`src/rtl/regfile_rd_if.sv`:
```
// regfile_rd_if: write port, read request and registered read results of the register file.
interface regfile_rd_if #(
    parameter int DATA_W = 32,
    parameter int ADDR_W = 5
);
    logic              RegWrite;
    logic [ADDR_W-1:0] waddr;
    logic [DATA_W-1:0] idat;
    logic              ReadEn;
    logic [ADDR_W-1:0] raddr_a;
    logic [ADDR_W-1:0] raddr_b;
    logic [DATA_W-1:0] odat_a;
    logic [DATA_W-1:0] odat_b;
    logic              ovalid;
    modport master (
        output RegWrite, waddr, idat, ReadEn, raddr_a, raddr_b,
        input  odat_a, odat_b, ovalid
    );
    modport slave (
        input  RegWrite, waddr, idat, ReadEn, raddr_a, raddr_b,
        output odat_a, odat_b, ovalid
    );
endinterface

```
`src/rtl/regfile_rd.sv`:
```
// regfile_rd: 2-read/1-write register file, r0 hard-wired zero, registered reads with write forwarding.
module regfile_rd #(
    parameter int DATA_W = 32,
    parameter int ADDR_W = 5
) (
    input logic         clk,
    input logic         rst_n,
    regfile_rd_if.slave bus
);
    localparam int DEPTH = 1 << ADDR_W;
    logic [DATA_W-1:0] mem [DEPTH];
    logic [DATA_W-1:0] rd_a;
    logic [DATA_W-1:0] rd_b;
    // A same-cycle write to the addressed register bypasses storage so operands are never stale.
    always_comb begin
        rd_a = bus.raddr_a == '0 ? '0 :
               (bus.RegWrite && bus.waddr == bus.raddr_a) ? bus.idat : mem[bus.raddr_a];
        rd_b = bus.raddr_b == '0 ? '0 :
               (bus.RegWrite && bus.waddr == bus.raddr_b) ? bus.idat : mem[bus.raddr_b];
    end
    always_ff @(posedge clk or negedge rst_n) begin
        if (!rst_n) begin
            for (int i = 0; i < DEPTH; i++) mem[i] <= '0;
        end else if (bus.RegWrite && bus.waddr != '0) begin
            mem[bus.waddr] <= bus.idat;
        end
    end
    always_ff @(posedge clk or negedge rst_n) begin
        if (!rst_n) begin
            bus.odat_a <= '0;
            bus.odat_b <= '0;
            bus.ovalid <= 1'b0;
        end else begin
            bus.ovalid <= bus.ReadEn;
            if (bus.ReadEn) begin
                bus.odat_a <= rd_a;
                bus.odat_b <= rd_b;
            end
        end
    end
endmodule

```
`src/flat_wrapper.sv`:
```
// flat-port wrapper written by rule: the top's interface ports become plain ports
module regfile_rd_flat 
#(
    parameter int DATA_W = 32,
    parameter int ADDR_W = 5
)
  (clk, rst_n, bus_RegWrite, bus_waddr, bus_idat, bus_ReadEn, bus_raddr_a, bus_raddr_b, bus_odat_a, bus_odat_b, bus_ovalid);
  regfile_rd_if #(.DATA_W(DATA_W), .ADDR_W(ADDR_W)) bus_i ();
  input logic clk;
  input logic rst_n;
  input wire logic [$bits(bus_i.RegWrite)-1:0] bus_RegWrite;
  input wire logic [$bits(bus_i.waddr)-1:0] bus_waddr;
  input wire logic [$bits(bus_i.idat)-1:0] bus_idat;
  input wire logic [$bits(bus_i.ReadEn)-1:0] bus_ReadEn;
  input wire logic [$bits(bus_i.raddr_a)-1:0] bus_raddr_a;
  input wire logic [$bits(bus_i.raddr_b)-1:0] bus_raddr_b;
  output wire logic [$bits(bus_i.odat_a)-1:0] bus_odat_a;
  output wire logic [$bits(bus_i.odat_b)-1:0] bus_odat_b;
  output wire logic [$bits(bus_i.ovalid)-1:0] bus_ovalid;
  assign bus_i.RegWrite = bus_RegWrite;
  assign bus_i.waddr = bus_waddr;
  assign bus_i.idat = bus_idat;
  assign bus_i.ReadEn = bus_ReadEn;
  assign bus_i.raddr_a = bus_raddr_a;
  assign bus_i.raddr_b = bus_raddr_b;
  assign bus_odat_a = bus_i.odat_a;
  assign bus_odat_b = bus_i.odat_b;
  assign bus_ovalid = bus_i.ovalid;
  regfile_rd #(.DATA_W(DATA_W), .ADDR_W(ADDR_W)) u_core (.clk(clk), .rst_n(rst_n), .bus(bus_i));
endmodule
```
`config.mk`:
```
export PLATFORM = sky130hd
export DESIGN_NAME = regfile_rd_flat
export DESIGN_NICKNAME = d
export VERILOG_FILES = /design/src/rtl/regfile_rd_if.sv /design/src/rtl/regfile_rd.sv /design/src/flat_wrapper.sv
export SDC_FILE = /design/constraint.sdc
export NUM_CORES = 2
export LEC_CHECK = 0
export BUFFER_PORTS_ARGS = -buffer_cell sky130_fd_sc_hd__buf_2
export CORE_MARGIN = 2
export CORE_UTILIZATION = 55
export CTS_BUF_LIST = sky130_fd_sc_hd__clkbuf_4
export DETAILED_ROUTE_END_ITERATION = 16
export MAX_ROUTING_LAYER = met4
export PLACE_DENSITY = 0.7
export SETUP_SLACK_MARGIN = 0.05
export SLEW_MARGIN = 20
export SYNTH_ARGS = -nofsm -noshare
export SYNTH_HDL_FRONTEND = slang
export SYNTH_SLANG_ARGS = --single-unit
export TNS_END_PERCENT = 100
```
`constraint.sdc`:
```
create_clock -name clk -period 1.59 [get_ports clk]
set_input_delay 0.318 -clock clk [delete_from_list [all_inputs] [get_ports clk]]
set_output_delay 0.318 -clock clk [all_outputs]
set_load 0.03 [all_outputs]
```
==> impl_metrics.sql <==
INSERT INTO impl_metrics (metric_group, metric, value, unit) VALUES
('floorplanning', 'placement_rows', '118', ''),
('clock_network', 'worst_setup_hold_path_clk_slew', '0.07', 'ns'),
('detailed_routing', 'postRouteWirelength', '195000', 'µm'),
('detailed_routing', 'drtPass1Iterations', '8', ''),
('clock_network', 'clockRootBuffer', 'sky130_fd_sc_hd__clkbuf_4', ''),
('clock_network', 'cts-buffers-inserted', '310', ''),
('sta', 'grt_setup_unrepaired', 'true', ''),
('placement', 'placement.io_buffers', '115', ''),
('final_layout', 'layout-area-overhead-vs-synth', '27.6', '%'),
('floorplanning', 'core_region_area', '0.103', 'mm²'),
('sta', 'setup_viol', '119', ''),
('synthesis', 'synth_compound_gate_area_share', '6.15', '%'),
('grt', 'antenna_violations_before_repair', '7', ''),
('detailed_routing', 'via_per_inst', '6.64', ''),
('placement', 'placed_cell_area', '0.0667', 'mm²'),
('synthesis', 'netlist_top_cells_area', 'sky130_fd_sc_hd__dfrtp_1, sky130_fd_sc_hd__mux2_2, sky130_fd_sc_hd__mux4_2', ''),
('clock_network', 'cts_buffer_depth', '4', ''),
('final_layout', 'multi_input_area', '0.0292', 'mm²'),
('sta', 'finalCriticalPeriod', '2.15', 'ns'),
('synthesis', 'synth_top_family_by_area', 'multiplexers', ''),
('synthesis', 'number_of_synthesized_flops_with_an_enable_pin', '0', ''),
('sta', 'worst_rel_slew_slack', '40.0', '%'),
('synthesis', 'yosys_warnings', '0', ''),
('placement', 'hpwl', '128000', 'µm'),
('floorplanning', 'design.portCount', '116', ''),
('clock_network', 'h-tree-depth', '5', ''),
('synthesis', 'post_synth_mux_area_share', '40.5', '%'),
('sta', 'worst_slack', '-0.562', 'ns'),
('sta', 'fin_skew', '0.111', 'ns'),
('synthesis', 'syn_nets', '3945', ''),
('synthesis', 'synth_fa_ha_area_share', '0', '%'),
('detailed_routing', 'routed_wire_length_per_instance', '30.5', 'µm'),
('synthesis', 'yosys.area_share.simple', '1.86', '%'),
('synthesis', 'synth_area', '0.0570', 'mm²'),
('run', 'cap_violations', '0', ''),
('worst_setup_path', 'critical_path.startpoint', 'u_core.bus.odat_a[30]', ''),
('run_status', 'failed_checks', 'negative setup slack', ''),
('grt', 'overflow', '0', ''),
('min_path', 'hp-class', 'in -> reg', ''),
('worst_setup_path', 'critical_path_peak_fanout', '2', ''),
('detailed_routing', 'route.met3.wl', '19600', 'µm'),
('floorplanning', 'die_outline_width', '326', 'µm'),
('run_status', 'status', 'finished, violations left', ''),
('worst_setup_path', 'timing.critical_path.required', '1.27', 'ns'),
('synthesis', 'number_of_instances_in_the_synthesized_netlist', '3894', ''),
('clock_network', 'cts_num_sinks', '1089', ''),
('placement', 'dpl_worst_slack', '-0.833', 'ns'),
('final_layout', 'share_of_final_layout_standard_cells_stronger_than_drive_strength_1', '61.2', '%'),
('worst_setup_path', 'critical_path_buf_inv_count', '1', ''),
('placement', 'finalWeightedCongestion', '0.918', ''),
('synthesis', 'syn_area_per_cell', '14.6', 'µm²'),
('pwr', 'power-per-cell-area', '1140', 'mW/mm²'),
('detailed_routing', 'route.detailed.drc', '0', ''),
('detailed_routing', 'route.vias.total', '42500', ''),
('synthesis', 'synth_top_flop_cell', 'sky130_fd_sc_hd__dfrtp_1', ''),
('sta', 'fmax', '0.465', 'GHz'),
('grt', 'aggregate_global_route_resource_usage', '38.1', '%'),
('sta', 'final_slew_violations', '0', ''),
('worst_setup_path', 'crit_path_cell_trace', 'buf_6', ''),
('worst_setup_path', 'timing.critical_path.arrival', '1.83', 'ns'),
('synthesis', 'ys_seq_elements', '1089', ''),
('final_layout', 'postLayoutCellArea', '0.0727', 'mm²'),
('synthesis', 'synth.top_cell.area_share', '47.8', '%'),
('sta', 'final_min_period_over_clock_period', '135', '%'),
('final_layout', 'ff_latch_area', '0.0273', 'mm²'),
('sta', 'final-hold-violation-count', '0', ''),
('worst_setup_path', 'reg2reg_from', 'u_core.mem[16]', ''),
('worst_setup_path', 'critical_path.top_delay_family', 'flip-flops', ''),
('worst_setup_path', 'critPathKind', 'reg -> out', ''),
('synthesis', 'yosysSeqAreaShare', '47.8', '%'),
('synthesis', 'async_flop_share', '100', '%');
## final timing paths
check / end / slack [ns] / depth (start not counted)
hold / removal: u_core.bus.odat_b[15] / 0.07 / 4
max in group asynchronous: u_core.mem[163] / 0.45 / 6
min in group asynchronous: u_core.mem[367] / 0.29 / 4
setup / recovery: bus_odat_a[30] / -0.56 / 1
setup reg to reg: u_core.bus.odat_a[16] / -0.26 / 6
hold reg to reg: u_core.mem[1015] / 0.40 / 0
## sequential cells by signal (all words and copies together), names as in the netlist
name	cells
u_core.bus.ovalid	1
u_core.bus.odat_b	32
u_core.mem	1024
u_core.bus.odat_a	32
## final cells by class
class	count	area share, %
antenna	11	0.0379
clock buffer	433	4.47
clock inverter	68	0.477
inverter	3	0.0172
multi-input combinational	2357	40.1
sequential	1089	37.5
tap	1380	2.37
timing repair buffer	1066	15.0
## power breakdown
| part | internal [W] | leakage, nW | switching, W |
|---|---|---|---|
| sequential | 0.0330 | 13.9 | 0.00401 |
| combinational | 0.0131 | 16.9 | 0.00832 |
| clock | 0.0129 | 2.18 | 0.0120 |
## cell usage after synthesis (4+ instances only)
master / number
sky130_fd_sc_hd__mux2_2: 1002
sky130_fd_sc_hd__and2_1: 5
sky130_fd_sc_hd__xnor2_1: 10
sky130_fd_sc_hd__a21oi_1: 46
sky130_fd_sc_hd__mux2i_1: 272
sky130_fd_sc_hd__nor3b_1: 4
sky130_fd_sc_hd__a221oi_1: 73
sky130_fd_sc_hd__buf_6: 13
sky130_fd_sc_hd__buf_2: 106
sky130_fd_sc_hd__mux2_1: 8
sky130_fd_sc_hd__nand3b_1: 5
sky130_fd_sc_hd__a22oi_1: 86
sky130_fd_sc_hd__nor4_1: 6
sky130_fd_sc_hd__a211oi_1: 94
sky130_fd_sc_hd__nand2_1: 26
sky130_fd_sc_hd__nor2_1: 44
sky130_fd_sc_hd__nor3_1: 9
sky130_fd_sc_hd__clkbuf_1: 232
sky130_fd_sc_hd__o31ai_1: 9
sky130_fd_sc_hd__or3_1: 33
sky130_fd_sc_hd__o221ai_1: 10
sky130_fd_sc_hd__o21ai_0: 45
sky130_fd_sc_hd__a221o_1: 16
sky130_fd_sc_hd__mux4_2: 398
sky130_fd_sc_hd__dfrtp_1: 1089
sky130_fd_sc_hd__buf_1: 61
sky130_fd_sc_hd__a22o_1: 54
sky130_fd_sc_hd__buf_4: 33
sky130_fd_sc_hd__nor2b_1: 40
sky130_fd_sc_hd__or4_1: 10
sky130_fd_sc_hd__o22ai_1: 34
## per-layer routing
metal,vias up,global-route usage (%)
met3,554,8.21
li1,17200,-
met4,0,15.0
met1,22300,52.1
met5,-,-
met2,2492,56.1
## logic make-up (layout without fill, tap and decap cells)
| kind of cell | Yosys count | count (layout) |
|---|---|---|
| AO/OA/AOI/OAI | 473 | 473 |
| XOR/XNOR | 10 | 10 |
| buffers and inverters | 448 | 1570 |
| flip-flops | 1089 | 1089 |
| multiplexers | 1680 | 1680 |
| other | 0 | 11 |
| AND/OR/NAND/NOR | 194 | 194 |
## stage by stage
step / hold slack (ns) / setup TNS (ns) / power (W) / std cells
5_1_grt: 0.0384 / -44.88 / 0.0869 / 6405
4_1_cts: 0.00784 / -42.20 / 0.0830 / 6372
6_report: 0.0733 / -37.74 / 0.0832 / 6407
3_3_place_gp: 0.252 / -369.09 / 0.0563 / 5768
2_1_floorplan: 0.0224 / -194.35 / 0.0488 / 3894
3_5_place_dp: 0.249 / -377.82 / 0.0570 / 5768
## what timing repair did
| action | in CTS | in global routing |
|---|---|---|
| hold endpoints to repair | 2146 | 0 |
| resized for setup | 264 | 45 |
| cloned | 0 | 3 |
| hold buffers | 69 | 0 |
| pin swaps | 105 | 38 |
| endpoints found under the setup margin | 129 | 273 |
| setup buffers | 39 | 22 |
## layout by cell type (no fill, tap or decap), types with 25 or more instances in the layout
cell type                       synthesis  routed
sky130_fd_sc_hd__o22ai_1               34      25
sky130_fd_sc_hd__a211oi_2               0      59
sky130_fd_sc_hd__clkinv_1               0      48
sky130_fd_sc_hd__nor2_1                44      25
sky130_fd_sc_hd__mux2_2              1002     914
sky130_fd_sc_hd__dfrtp_1             1089    1072
sky130_fd_sc_hd__a221oi_1              73      64
sky130_fd_sc_hd__buf_4                 33     665
sky130_fd_sc_hd__o21ai_0               45      37
sky130_fd_sc_hd__buf_2                106      42
sky130_fd_sc_hd__a211oi_1              94      35
sky130_fd_sc_hd__dlygate4sd3_1          0      66
sky130_fd_sc_hd__a22o_1                54      54
sky130_fd_sc_hd__a22oi_1               86      71
sky130_fd_sc_hd__buf_6                 13      95
sky130_fd_sc_hd__mux2i_1              272     267
sky130_fd_sc_hd__buf_12                 0     187
sky130_fd_sc_hd__mux4_2               398     398
sky130_fd_sc_hd__or3_1                 33      32
sky130_fd_sc_hd__clkbuf_4               0     433
sky130_fd_sc_hd__a21oi_1               46      39
sky130_fd_sc_hd__mux2_4                 0      96
Power figures use the tool's default switching activity.
